$ cat src/rtl/vga_ball_renderer.sv
// vga_ball_renderer
// -----------------
// Generates 640x480@60 VGA timing from a pixel-rate strobe and draws a
// BALL_SIZE x BALL_SIZE square at a ball position that is captured once per
// frame, on entry to vertical blanking, so the ball never tears mid-frame.
//
// Ports:
//   clk         system clock
//   rst         synchronous active-high reset (overrides pix_en)
//   pix_en      pixel strobe; all state advances only when high
//   ballX       ball top-left X (10b), sampled only at the frame latch edge
//   ballY       ball top-left Y (9b), sampled only at the frame latch edge
//   hsync       active-low horizontal sync
//   vsync       active-low vertical sync
//   video_on    high while the current pixel is inside the visible area
//   pix_x       current horizontal count
//   pix_y       current vertical count
//   rgb         RGB444 pixel colour, black outside the visible area
//   frame_start one-clk pulse on the cycle after the position latch
//
// All decoded outputs (sync, video_on, pix_x/y, rgb) are combinational from
// the counters and latched position: they change in the same clock as the
// counters, with no pipeline delay.

module vga_ball_renderer #(
  parameter int          H_VISIBLE  = 640,
  parameter int          H_FP       = 16,
  parameter int          H_SYNC     = 96,
  parameter int          H_BP       = 48,
  parameter int          V_VISIBLE  = 480,
  parameter int          V_FP       = 10,
  parameter int          V_SYNC     = 2,
  parameter int          V_BP       = 33,
  parameter int          BALL_SIZE  = 8,
  parameter logic [11:0] BALL_COLOR = 12'hFFF,
  parameter logic [11:0] BG_COLOR   = 12'h000,
  parameter int          INIT_X     = 320,
  parameter int          INIT_Y     = 240
) (
  input  logic        clk,
  input  logic        rst,
  input  logic        pix_en,
  input  logic [9:0]  ballX,
  input  logic [8:0]  ballY,
  output logic        hsync,
  output logic        vsync,
  output logic        video_on,
  output logic [9:0]  pix_x,
  output logic [9:0]  pix_y,
  output logic [11:0] rgb,
  output logic        frame_start
);

  localparam int H_TOTAL = H_VISIBLE + H_FP + H_SYNC + H_BP;
  localparam int V_TOTAL = V_VISIBLE + V_FP + V_SYNC + V_BP;

  // Sized constants so every counter compare is 10-bit against 10-bit.
  localparam logic [9:0] H_LAST     = 10'(H_TOTAL - 1);
  localparam logic [9:0] V_LAST     = 10'(V_TOTAL - 1);
  localparam logic [9:0] H_VIS      = 10'(H_VISIBLE);
  localparam logic [9:0] V_VIS      = 10'(V_VISIBLE);
  localparam logic [9:0] H_SYNC_LO  = 10'(H_VISIBLE + H_FP);
  localparam logic [9:0] H_SYNC_HI  = 10'(H_VISIBLE + H_FP + H_SYNC - 1);
  localparam logic [9:0] V_SYNC_LO  = 10'(V_VISIBLE + V_FP);
  localparam logic [9:0] V_SYNC_HI  = 10'(V_VISIBLE + V_FP + V_SYNC - 1);
  localparam logic [9:0] V_LATCH    = 10'(V_VISIBLE - 1);
  localparam logic [9:0] INIT_X10   = 10'(INIT_X);
  localparam logic [8:0] INIT_Y9    = 9'(INIT_Y);
  localparam logic [10:0] BALL_SZ11 = 11'(BALL_SIZE);

  logic [9:0] h_cnt;
  logic [9:0] v_cnt;
  logic [9:0] lx;
  logic [8:0] ly;
  logic       latch_now;

  // The last pixel of the last visible line: leaving it enters vertical
  // blanking, which is the only moment the ball position may change.
  assign latch_now = pix_en && (h_cnt == H_LAST) && (v_cnt == V_LATCH);

  // Counters, position latch and frame_start pulse.
  always_ff @(posedge clk) begin
    if (rst) begin
      h_cnt       <= '0;
      v_cnt       <= '0;
      lx          <= INIT_X10;
      ly          <= INIT_Y9;
      frame_start <= 1'b0;
    end else begin
      // Registered one clk after the latch edge; low on every other clk,
      // including clks without a pixel strobe.
      frame_start <= latch_now;
      if (pix_en) begin
        if (h_cnt == H_LAST) begin
          h_cnt <= '0;
          if (v_cnt == V_LAST) begin
            v_cnt <= '0;
          end else begin
            v_cnt <= v_cnt + 10'd1;
          end
        end else begin
          h_cnt <= h_cnt + 10'd1;
        end
        if (latch_now) begin
          lx <= ballX;
          ly <= ballY;
        end
      end
    end
  end

  // Timing decode.
  assign pix_x    = h_cnt;
  assign pix_y    = v_cnt;
  assign video_on = (h_cnt < H_VIS) && (v_cnt < V_VIS);
  assign hsync    = !((h_cnt >= H_SYNC_LO) && (h_cnt <= H_SYNC_HI));
  assign vsync    = !((v_cnt >= V_SYNC_LO) && (v_cnt <= V_SYNC_HI));

  // Hit test in 11 bits so lx+BALL_SIZE / ly+BALL_SIZE cannot wrap back to
  // small values and draw a ghost ball at the left or top edge.
  logic [10:0] h_ext;
  logic [10:0] v_ext;
  logic [10:0] lx_ext;
  logic [10:0] ly_ext;
  logic        in_ball;

  assign h_ext  = {1'b0, h_cnt};
  assign v_ext  = {1'b0, v_cnt};
  assign lx_ext = {1'b0, lx};
  assign ly_ext = {2'b00, ly};

  assign in_ball = (h_ext >= lx_ext) && (h_ext < (lx_ext + BALL_SZ11)) &&
                   (v_ext >= ly_ext) && (v_ext < (ly_ext + BALL_SZ11));

  // Clipping falls out naturally: pixels of the square outside the visible
  // area are forced black by video_on.
  always_comb begin
    rgb = 12'h000;
    if (video_on) begin
      rgb = in_ball ? BALL_COLOR : BG_COLOR;
    end
  end

endmodule

$ cat config.mk
export PLATFORM = sky130hd
export DESIGN_NAME = vga_ball_renderer
export DESIGN_NICKNAME = d
export VERILOG_FILES = /design/src/rtl/vga_ball_renderer.sv
export SDC_FILE = /design/constraint.sdc
export NUM_CORES = 1
export LEC_CHECK = 0
export ABC_AREA = 1
export ABC_CLOCK_PERIOD_IN_PS = 5450
export CORE_AREA = 2 2 81 83
export DETAILED_ROUTE_END_ITERATION = 12
export DIE_AREA = 0 0 83 85
export PLACE_DENSITY = 0.75
export SETUP_SLACK_MARGIN = 0.3
export SLEW_MARGIN = 20
export SYNTH_ARGS = -nofsm -noshare
export SYNTH_HDL_FRONTEND = slang
export SYNTH_SLANG_ARGS = --single-unit
$ cat constraint.sdc
create_clock -name clk -period 5.45 [get_ports clk]
set_input_delay 1.09 -clock clk [delete_from_list [all_inputs] [get_ports clk]]
set_output_delay 1.09 -clock clk [all_outputs]
set_load 0.02 [all_outputs]
==> results.md, run 1 <==
- Post-synth top area cell: dfxtp_1
- Worst clock skew: 0.00343 ns
- Mapped cell area: 2990 um2
- WS Path Type: reg -> out
- Met1 wire length: 3.22 mm
- H-tree depth: 2
- Register area share after synthesis: 26.8%
- Met3 wire len: 421 um
- Largest net degree at the start of global routing: 32
- Post-Layout Cell Count: 557
- Clock transition at the registers of the reported paths: 0.08 ns
- Drt first-iter violations: 127
- Top layer in use: met4
- Pwr per Cell Area: 152 nW/um2
- Setup TNS: 0 ns
- Grt total ovfl: 0
- Hold WC Path Type: reg -> reg
- Worst-case reg-to-reg path depth: 6
- Critical path launch point type: flop
- Reg2Reg Setup Slack: 3.28 ns
- Worst relative slew slack: 27.2%
- Core Area: 6200 um2
- Avg Cell Area, Syn: 6.90 um2
- Vias: 2842
- Gr usage total: 20.5%
- Via count of the first global-routing pass: 2688
- Post-route setup slack: 1.12 ns
- Tmin final: 4.33 ns
- WHS Endpoint: ly[7]
- CTS tree: built
- Pre-CTS WS: 1.48 ns
- Avg Vias per Cell: 5.10
- Post-synth top flop: dfxtp_1
- Period utilization: 79.5%
- Die area: 7060 um2
- Setup Viol. Count Final: 0
- RSZ-0062 raised after global routing: no
- Initial core utilization: 48.2%
- Final antenna-violating net count: 0
- Layout area overhead: 21.4%
- Yosys top cell area share: 26.8%
- Final number of max-transition violations: 0
- GP Congestion: 0.904
- Peak supply drop: 0.109 mV
- Worst EP required: 4.36 ns
- Status: finished clean
- Maxcap violations: 0
- First-pass DRT Iterations: 4
- Sink Count: 40
- Buffer count from post-CTS setup fixing: 0
- Netlist cell types: 25
- CTS root buf: clkbuf_8
- Post-Syn Instances: 433
- Hold Crit Depth: 2
- Worst-path fanout max: 12
- Hold Crit Start: ly[7]
- Worst Tran Pin Value: 1.09 ns
- Port Buffer Count: 57
- ANT cells: 0
- Synth Net Count: 494
- Fin util: 58.5%
- Placed Cells incl. Taps: 550
- Routed wire length: 7.09 mm
- Critical Path Start: lx[3]
- Leakage: 1.75 nW
- Top cells by area, synth: dfxtp_1 27%, ha_1 16%, nand2_1 12%
- Routed length per placed instance: 12.7 um
- # DRC: 0
- Layout cells sized above 1: 5.00%
- CP endpoint kind: output pin
- Met2 Wirelength: 3.31 mm
- Die Height: 85 um
- Max Clk Rate: 231 MHz
- Num CTS Buffers: 5
- Worst-case clock buffer depth: 2
- Leading cell type in the layout, fill and taps excluded: nand2_1
- First-pass GRT wire length: 12.0 mm
- Flops & latches, synth: 40
- Yosys warns: 0
- IO Pins: 58
- Initial antenna violation count: 0
- Post-synth EDFFs: 0
- Post-CTS resize count: 0
- CTS Hold Bufs: 0
- Worst r2r dst: lx[3]
- Die W: 83 um
- Critical path arrival: 3.24 ns
- Synth async-reset ratio: 0%
- Layout Nets: 541
- Final Hold Fails: 0
- Most frequent cells in the layout: 95 x nand2_1, 63 x inv_1, 57 x clkdlybuf4s50_1
- Rows: 29
- DP HPWL: 5.35 mm
- Clk_lat worst skew: 0.30 ns
- Worst r2r src: pix_y[0]
how the worst max path moves through the flow:
| stage | to | slack, ns |
|---|---|---|
| final | rgb[3] | 1.12 |
| after global routing | rgb[11] | 0.89 |
| after CTS | rgb[3] | 1.14 |
| after detailed placement | rgb[3] | 1.48 |
| after global placement | rgb[2] | 1.62 |
| after floorplan | rgb[10] | 1.94 |
area by class of cell:
cell class | instances | area, um2
fill | 580 | 2580
multi-input combinational | 309 | 1810
sequential | 40 | 801
timing repair buffer | 57 | 571
inverter | 67 | 251
clock buffer | 7 | 96.3
tap | 77 | 96.3
stage by stage:
step                      power, mW  hold WS [ns]  instance area, um2
final                         0.550         0.508                3630
after detailed placement      0.340         0.500                3530
after floorplan               0.317         0.470                2990
after global routing          0.569         0.543                3630
after global placement        0.340         0.491                3530
after CTS                     0.556         0.508                3630
Yosys cell counts (3+ instances only):
library cell  instances
dfxtp_1              40
nand3_1              33
buf_4                11
buf_2                 3
nand2_1              95
o21ai_0              11
inv_2                 4
ha_1                 39
nand4_1               4
a21oi_2              10
xor2_1               10
nor3_1               12
a21oi_1              25
nor2_1               48
o21a_1               12
inv_1                63
sequential cells by signal, indices dropped and copies added (netlist names):
name	count
pix_y	10
pix_x	10
ly	9
frame_start	1
lx	10
layer usage:
metal / vias to the layer above / track usage [%]
li1: 1480 / -
met1: 1263 / 25.3
met2: 86 / 36.5
met3: 13 / 3.79
met4: 0 / 6.26
met5: - / 0
report_power, final:
part	leakage (nW)	total [mW]	switching [mW]	internal, mW
Combinational	1.37	0.0378	0.0175	0.0203
Sequential	0.323	0.295	0.00187	0.293
Clock	0.0503	0.217	0.104	0.113
worst max-delay path, stage by stage, from the launching register on:
cell and delay [ns]:
dfxtp_1 0.37, ha_1 0.22, nand2_1 0.07, nor2_1 0.18
nand3_1 0.11, xor2_1 0.16, ha_1 0.30, nand3b_1 0.09
nand3_1 0.07, nor2_1 0.09, nand2_1 0.06, nor2_1 0.49
clkdlybuf4s50_1 0.73
cells by family after synthesis:
group	count (synthesis)	synth area share (%)
fa+ha+maj	39	16.3
simple gates	198	28.3
flops	40	26.8
compound gates	60	12.5
buf+inv	84	12.6
xor+xnor	12	3.52
Note: power is estimated with default switching activity, not from simulation.
==> run 2, diff against run 1 <==
Settings changed: ABC_CLOCK_PERIOD_IN_PS 5450 to 4500.
Clock period 5.45 ns to 4.5 ns, I/O delays scaled along.
==> run 2 against run 1 <==
Compared with the run above: die area did not move; combinational power rose by 24%; sequential power rose by 21%; register-to-register slack got worse by 0.95 ns; clock power rose by 36%; power rose by 27%; critical path depth did not move; worst setup slack got worse by 0.57 ns; via count rose by 0.88%; first-iteration DRC count fell by 7.1%; non-clock buffer count rose by 1; global-route usage rose by 0.98 points; critical path type unchanged; highest routed layer unchanged.
==> results.md, run 2 (same netlist as run 1, synthesis figures left out) <==
- Status: finished clean
- Critical path launch point type: flop
- Drt first-iter violations: 118
- CP peak stage delay: 0.69 ns
- Gr usage total: 21.5%
- RSZ-0062 raised after global routing: no
- Layout Nets: 542
- Hold_ws: 0.500 ns
- Sink Count: 40
- Pwr per Cell Area: 192 nW/um2
- Hold Crit Depth: 2
- CP endpoint kind: output pin
- Die W: 83 um
- Initial antenna violation count: 0
- Final number of max-transition violations: 0
- Buffer count from post-CTS setup fixing: 0
- Setup Viol. Count Final: 0
- WS Path Type: reg -> out
- Crit path buffers/inverters: 1
- Rows: 29
- Layout area overhead: 22.1%
- Num CTS Buffers: 5
- H-tree depth: 2
- Final antenna-violating net count: 0
- CTS root buf: clkbuf_8
- Peak supply drop: 0.157 mV
- Grt total ovfl: 0
- # DRC: 0
- Routed length per placed instance: 13.2 um
- Setup TNS: 0 ns
- Worst clock skew: 0.00357 ns
- Layout cells sized above 1: 5.39%
- Final Hold Fails: 0
- WP depth: 12
- Max Clk Rate: 253 MHz
- GP Congestion: 0.908
- Top delay family on crit path: simple AND/OR/NAND/NOR gates
- Worst-case reg-to-reg path depth: 6
- Worst relative slew slack: 61.2%
- Hold WC Path Type: reg -> reg
- Worst-path fanout max: 12
- Tmin final: 3.95 ns
- Clk_lat worst skew: 0.29 ns
- DP HPWL: 5.61 mm
- Port Buffer Count: 57
- Leakage: 1.76 nW
- Worst EP required: 3.60 ns
- Filler cells: 568
- Most frequent cells in the layout: 95 x nand2_1, 63 x inv_1, 57 x clkdlybuf4s50_1
- Crit-path cells: ha_1, nand2_1, nor2_1, nand3_1, xor2_1, ha_1, nand3b_1, nand3_1, nor2_1, nand2_1, nor2_2, clkdlybuf4s50_1
- Die area: 7060 um2
- Routed wire length: 7.36 mm
- Post-route setup slack: 0.547 ns
- Worst-case clock buffer depth: 2
- Worst Tran Pin Value: 0.581 ns
- CTS tree: built
- IO Pins: 58
- Critical path arrival: 3.05 ns
- Pre-CTS WS: 0.743 ns
- Core Area: 6200 um2
- Largest net degree at the start of global routing: 32
- Clock transition at the registers of the reported paths: 0.08 ns
- ANT cells: 0
- CP max stage cell: clkdlybuf4s50_1
- Avg Vias per Cell: 5.13
- Period utilization: 87.9%
- Leading cell type in the layout, fill and taps excluded: nand2_1
- First-pass GRT wire length: 12.5 mm
- First-pass DRT Iterations: 5
- Initial core utilization: 48.2%
- Die Height: 85 um
- Via count of the first global-routing pass: 2662
- Maxcap violations: 0
- Vias: 2867
run 2: repair_timing:
item / CTS / global route
hold buffers: 0 / 0
hold endpoints to repair: 0 / 0
endpoints found under the setup margin: 0 / 12
resized for setup: 0 / 1
run 2: worst paths after layout:
kind                  from     end  slack, ns
setup / recovery     lx[3]  rgb[9]       0.55
setup reg to reg  pix_y[0]   lx[3]       2.33
hold reg to reg      ly[7]   ly[7]       0.50
hold / removal       ly[7]   ly[7]       0.50
run 2: cell type report:
class	instances	area, um2	share of cell area, %
flip-flops and latches	40	801	21.9
clock buffers	6	72.6	1.99
clock inverters	2	35.0	0.960
repair buffers	58	578	15.8
multi-input cells	309	1810	49.7
inverters	67	251	6.89
well taps	77	96.3	2.64
run 2: routing by layer:
| metal | wire length (um) | share of wire [%] | track usage, % | vias up |
|---|---|---|---|---|
| met5 | 0 | 0 | 0 | - |
| met4 | 146 | 2.0 | 6.41 | 0 |
| met3 | 449 | 6.1 | 3.50 | 12 |
| met2 | 3400 | 46 | 37.2 | 104 |
| met1 | 3360 | 46 | 27.7 | 1273 |
| li1 | - | - | - | 1478 |
run 2: worst min-delay path: stages (launching register included):
cell	delay, ns
dfxtp_1	0.34
nand2_1	0.07
nand3_1	0.05
run 2: power breakdown:
group | total (mW) | switching (mW) | internal (mW)
clock | 0.295 | 0.131 | 0.165
combinational | 0.0469 | 0.0218 | 0.0251
sequential | 0.358 | 0.00246 | 0.355
total | 0.700 | 0.155 | 0.545
run 2: per-stage QoR:
step	total power [mW]	instance area (um2)	std cells	util, %
2_1_floorplan	0.384	2990	433	-
3_5_place_dp	0.413	3540	551	57.0
5_1_grt	0.729	3650	559	58.8
3_3_place_gp	0.412	3540	551	57.0
6_report	0.700	3650	559	58.8
4_1_cts	0.705	3650	559	58.8
==> run 3, diff against run 2 <==
Settings changed: RECOVER_POWER set to 25.
==> run 3 against run 2 <==
Compared with the run above: via count rose by 0.49%; routed wire length rose by 0.12%; sequential power barely moved; clock power barely moved; largest power group unchanged; highest routed layer unchanged.
==> results.md, run 3 (same netlist as run 1, synthesis figures left out) <==
- Peak supply drop: 0.157 mV
- Status: finished clean
- Routed length per placed instance: 13.2 um
- # DRC: 0
- Worst r2r src: pix_x[1]
- Worst relative slew slack: 61.1%
- Final Power: 699 uW
- Grt total ovfl: 0
- Maxcap violations: 0
- Period utilization: 88.0%
- CTS root buf: clkbuf_8
- IO Pins: 58
- Worst-path fanout max: 12
- Hold WC Path Type: reg -> reg
- DP HPWL: 5.61 mm
- Worst clock skew: 0.00597 ns
- Core Area: 6200 um2
- GP Congestion: 0.908
- CP endpoint kind: output pin
- Gr usage total: 21.5%
- Filler cells: 568
- Setup Viol. Count Final: 0
- First-pass DRT Iterations: 5
- Layout cells sized above 1: 4.98%
- Worst EP required: 3.60 ns
- Worst-case reg-to-reg path depth: 9
- ANT cells: 0
- Fin area: 3640 um2
- Setup TNS: 0 ns
- Initial core utilization: 48.2%
- Sink Count: 40
- Layout Nets: 542
- RSZ-0062 raised after global routing: no
- Initial antenna violation count: 0
- Avg Vias per Cell: 5.15
- Critical path arrival: 3.06 ns
- WS Path Type: reg -> out
- Fin util: 58.7%
- Worst r2r dst: pix_y[3]
- Leakage: 1.80 nW
- CTS tree: built
- Drt first-iter violations: 117
- Clk_lat worst skew: 0.29 ns
- Worst Tran Pin Value: 0.582 ns
- Largest net degree at the start of global routing: 32
- Critical path launch point type: flop
- Clock transition at the registers of the reported paths: 0.08 ns
- Port Buffer Count: 57
- Hold Crit Start: ly[7]
- Rows: 29
- Vias: 2881
- Die Height: 85 um
- First-pass GRT wire length: 12.5 mm
- Tmin final: 3.96 ns
- Hold Crit Depth: 2
- WHS Endpoint: ly[7]
- Pwr per Cell Area: 192 nW/um2
- Most frequent cells in the layout: 95 x nand2_1, 64 x inv_1, 47 x nor2_1
- Post-DP Area: 3540 um2
- Final antenna-violating net count: 0
- Via count of the first global-routing pass: 2662
- Routed wire length: 7.37 mm
- Die W: 83 um
- H-tree depth: 2
- Layout area overhead: 21.9%
- Leading cell type in the layout, fill and taps excluded: nand2_1
- Max Clk Rate: 252 MHz
- Final number of max-transition violations: 0
- Worst-case clock buffer depth: 2
- Num CTS Buffers: 5
- Final Hold Fails: 0
- Die area: 7060 um2
- Reg2Reg Setup Slack: 2.09 ns
## run 3: what timing repair did
item	CTS	global route
hold buffers	0	0
gates resized for setup	0	1
setup endpoints to repair	0	12
setup buffers	0	0
## run 3: where the power goes
part / leakage [nW] / total [mW] / switching, mW / internal [mW]
Sequential: 0.323 / 0.358 / 0.00235 / 0.355
Clock: 0.0552 / 0.295 / 0.130 / 0.165
Combinational: 1.42 / 0.0460 / 0.0218 / 0.0241
Total: 1.80 / 0.699 / 0.155 / 0.544
## run 3: area by class of cell
cell class	count	area, um2	share of cell area, %
clock buffer	6	72.6	1.99
clock inverter	2	35.0	0.962
inverter	67	251	6.90
multi-input combinational	309	1810	49.7
sequential	40	801	22.0
tap	77	96.3	2.64
timing repair buffer	58	578	15.9
## run 3: worst max path at each step
stage                     depth (start not counted)  slack, ns  start  endpoint
after floorplan                                  12       1.18  lx[5]   rgb[10]
after global placement                           12       0.86  lx[5]    rgb[7]
after detailed placement                         12       0.74  lx[5]    rgb[6]
after CTS                                        12       0.34  lx[3]    rgb[6]
after global routing                             12       0.33  lx[3]    rgb[9]
final                                            12       0.54  lx[3]    rgb[9]
## run 3: critical path, cell delays in order (launching register included)
cell and delay, ns:
dfxtp_1 0.38, ha_1 0.22, nand2_1 0.08, nor2_1 0.19, nand3_1 0.12, xor2_1 0.16, ha_1 0.29, nand3b_1 0.09
nand3_1 0.08, nor2_1 0.09, nand2_1 0.07, nor2_2 0.33, clkdlybuf4s50_1 0.69
## run 3: routing by layer
layer  GRT usage, %  routed length [um]
met3           3.50                 469
met5              0                   0
met1           27.7                3350
met2           37.2                3400
met4           6.41                 146
## run 3: through the flow
| step | hold WS [ns] | setup slack, ns | instances |
|---|---|---|---|
| after floorplan | 0.470 | 1.18 | 433 |
| after global placement | 0.491 | 0.858 | 551 |
| after detailed placement | 0.493 | 0.743 | 551 |
| after CTS | 0.505 | 0.344 | 559 |
| after global routing | 0.533 | 0.333 | 559 |
| final | 0.500 | 0.538 | 559 |
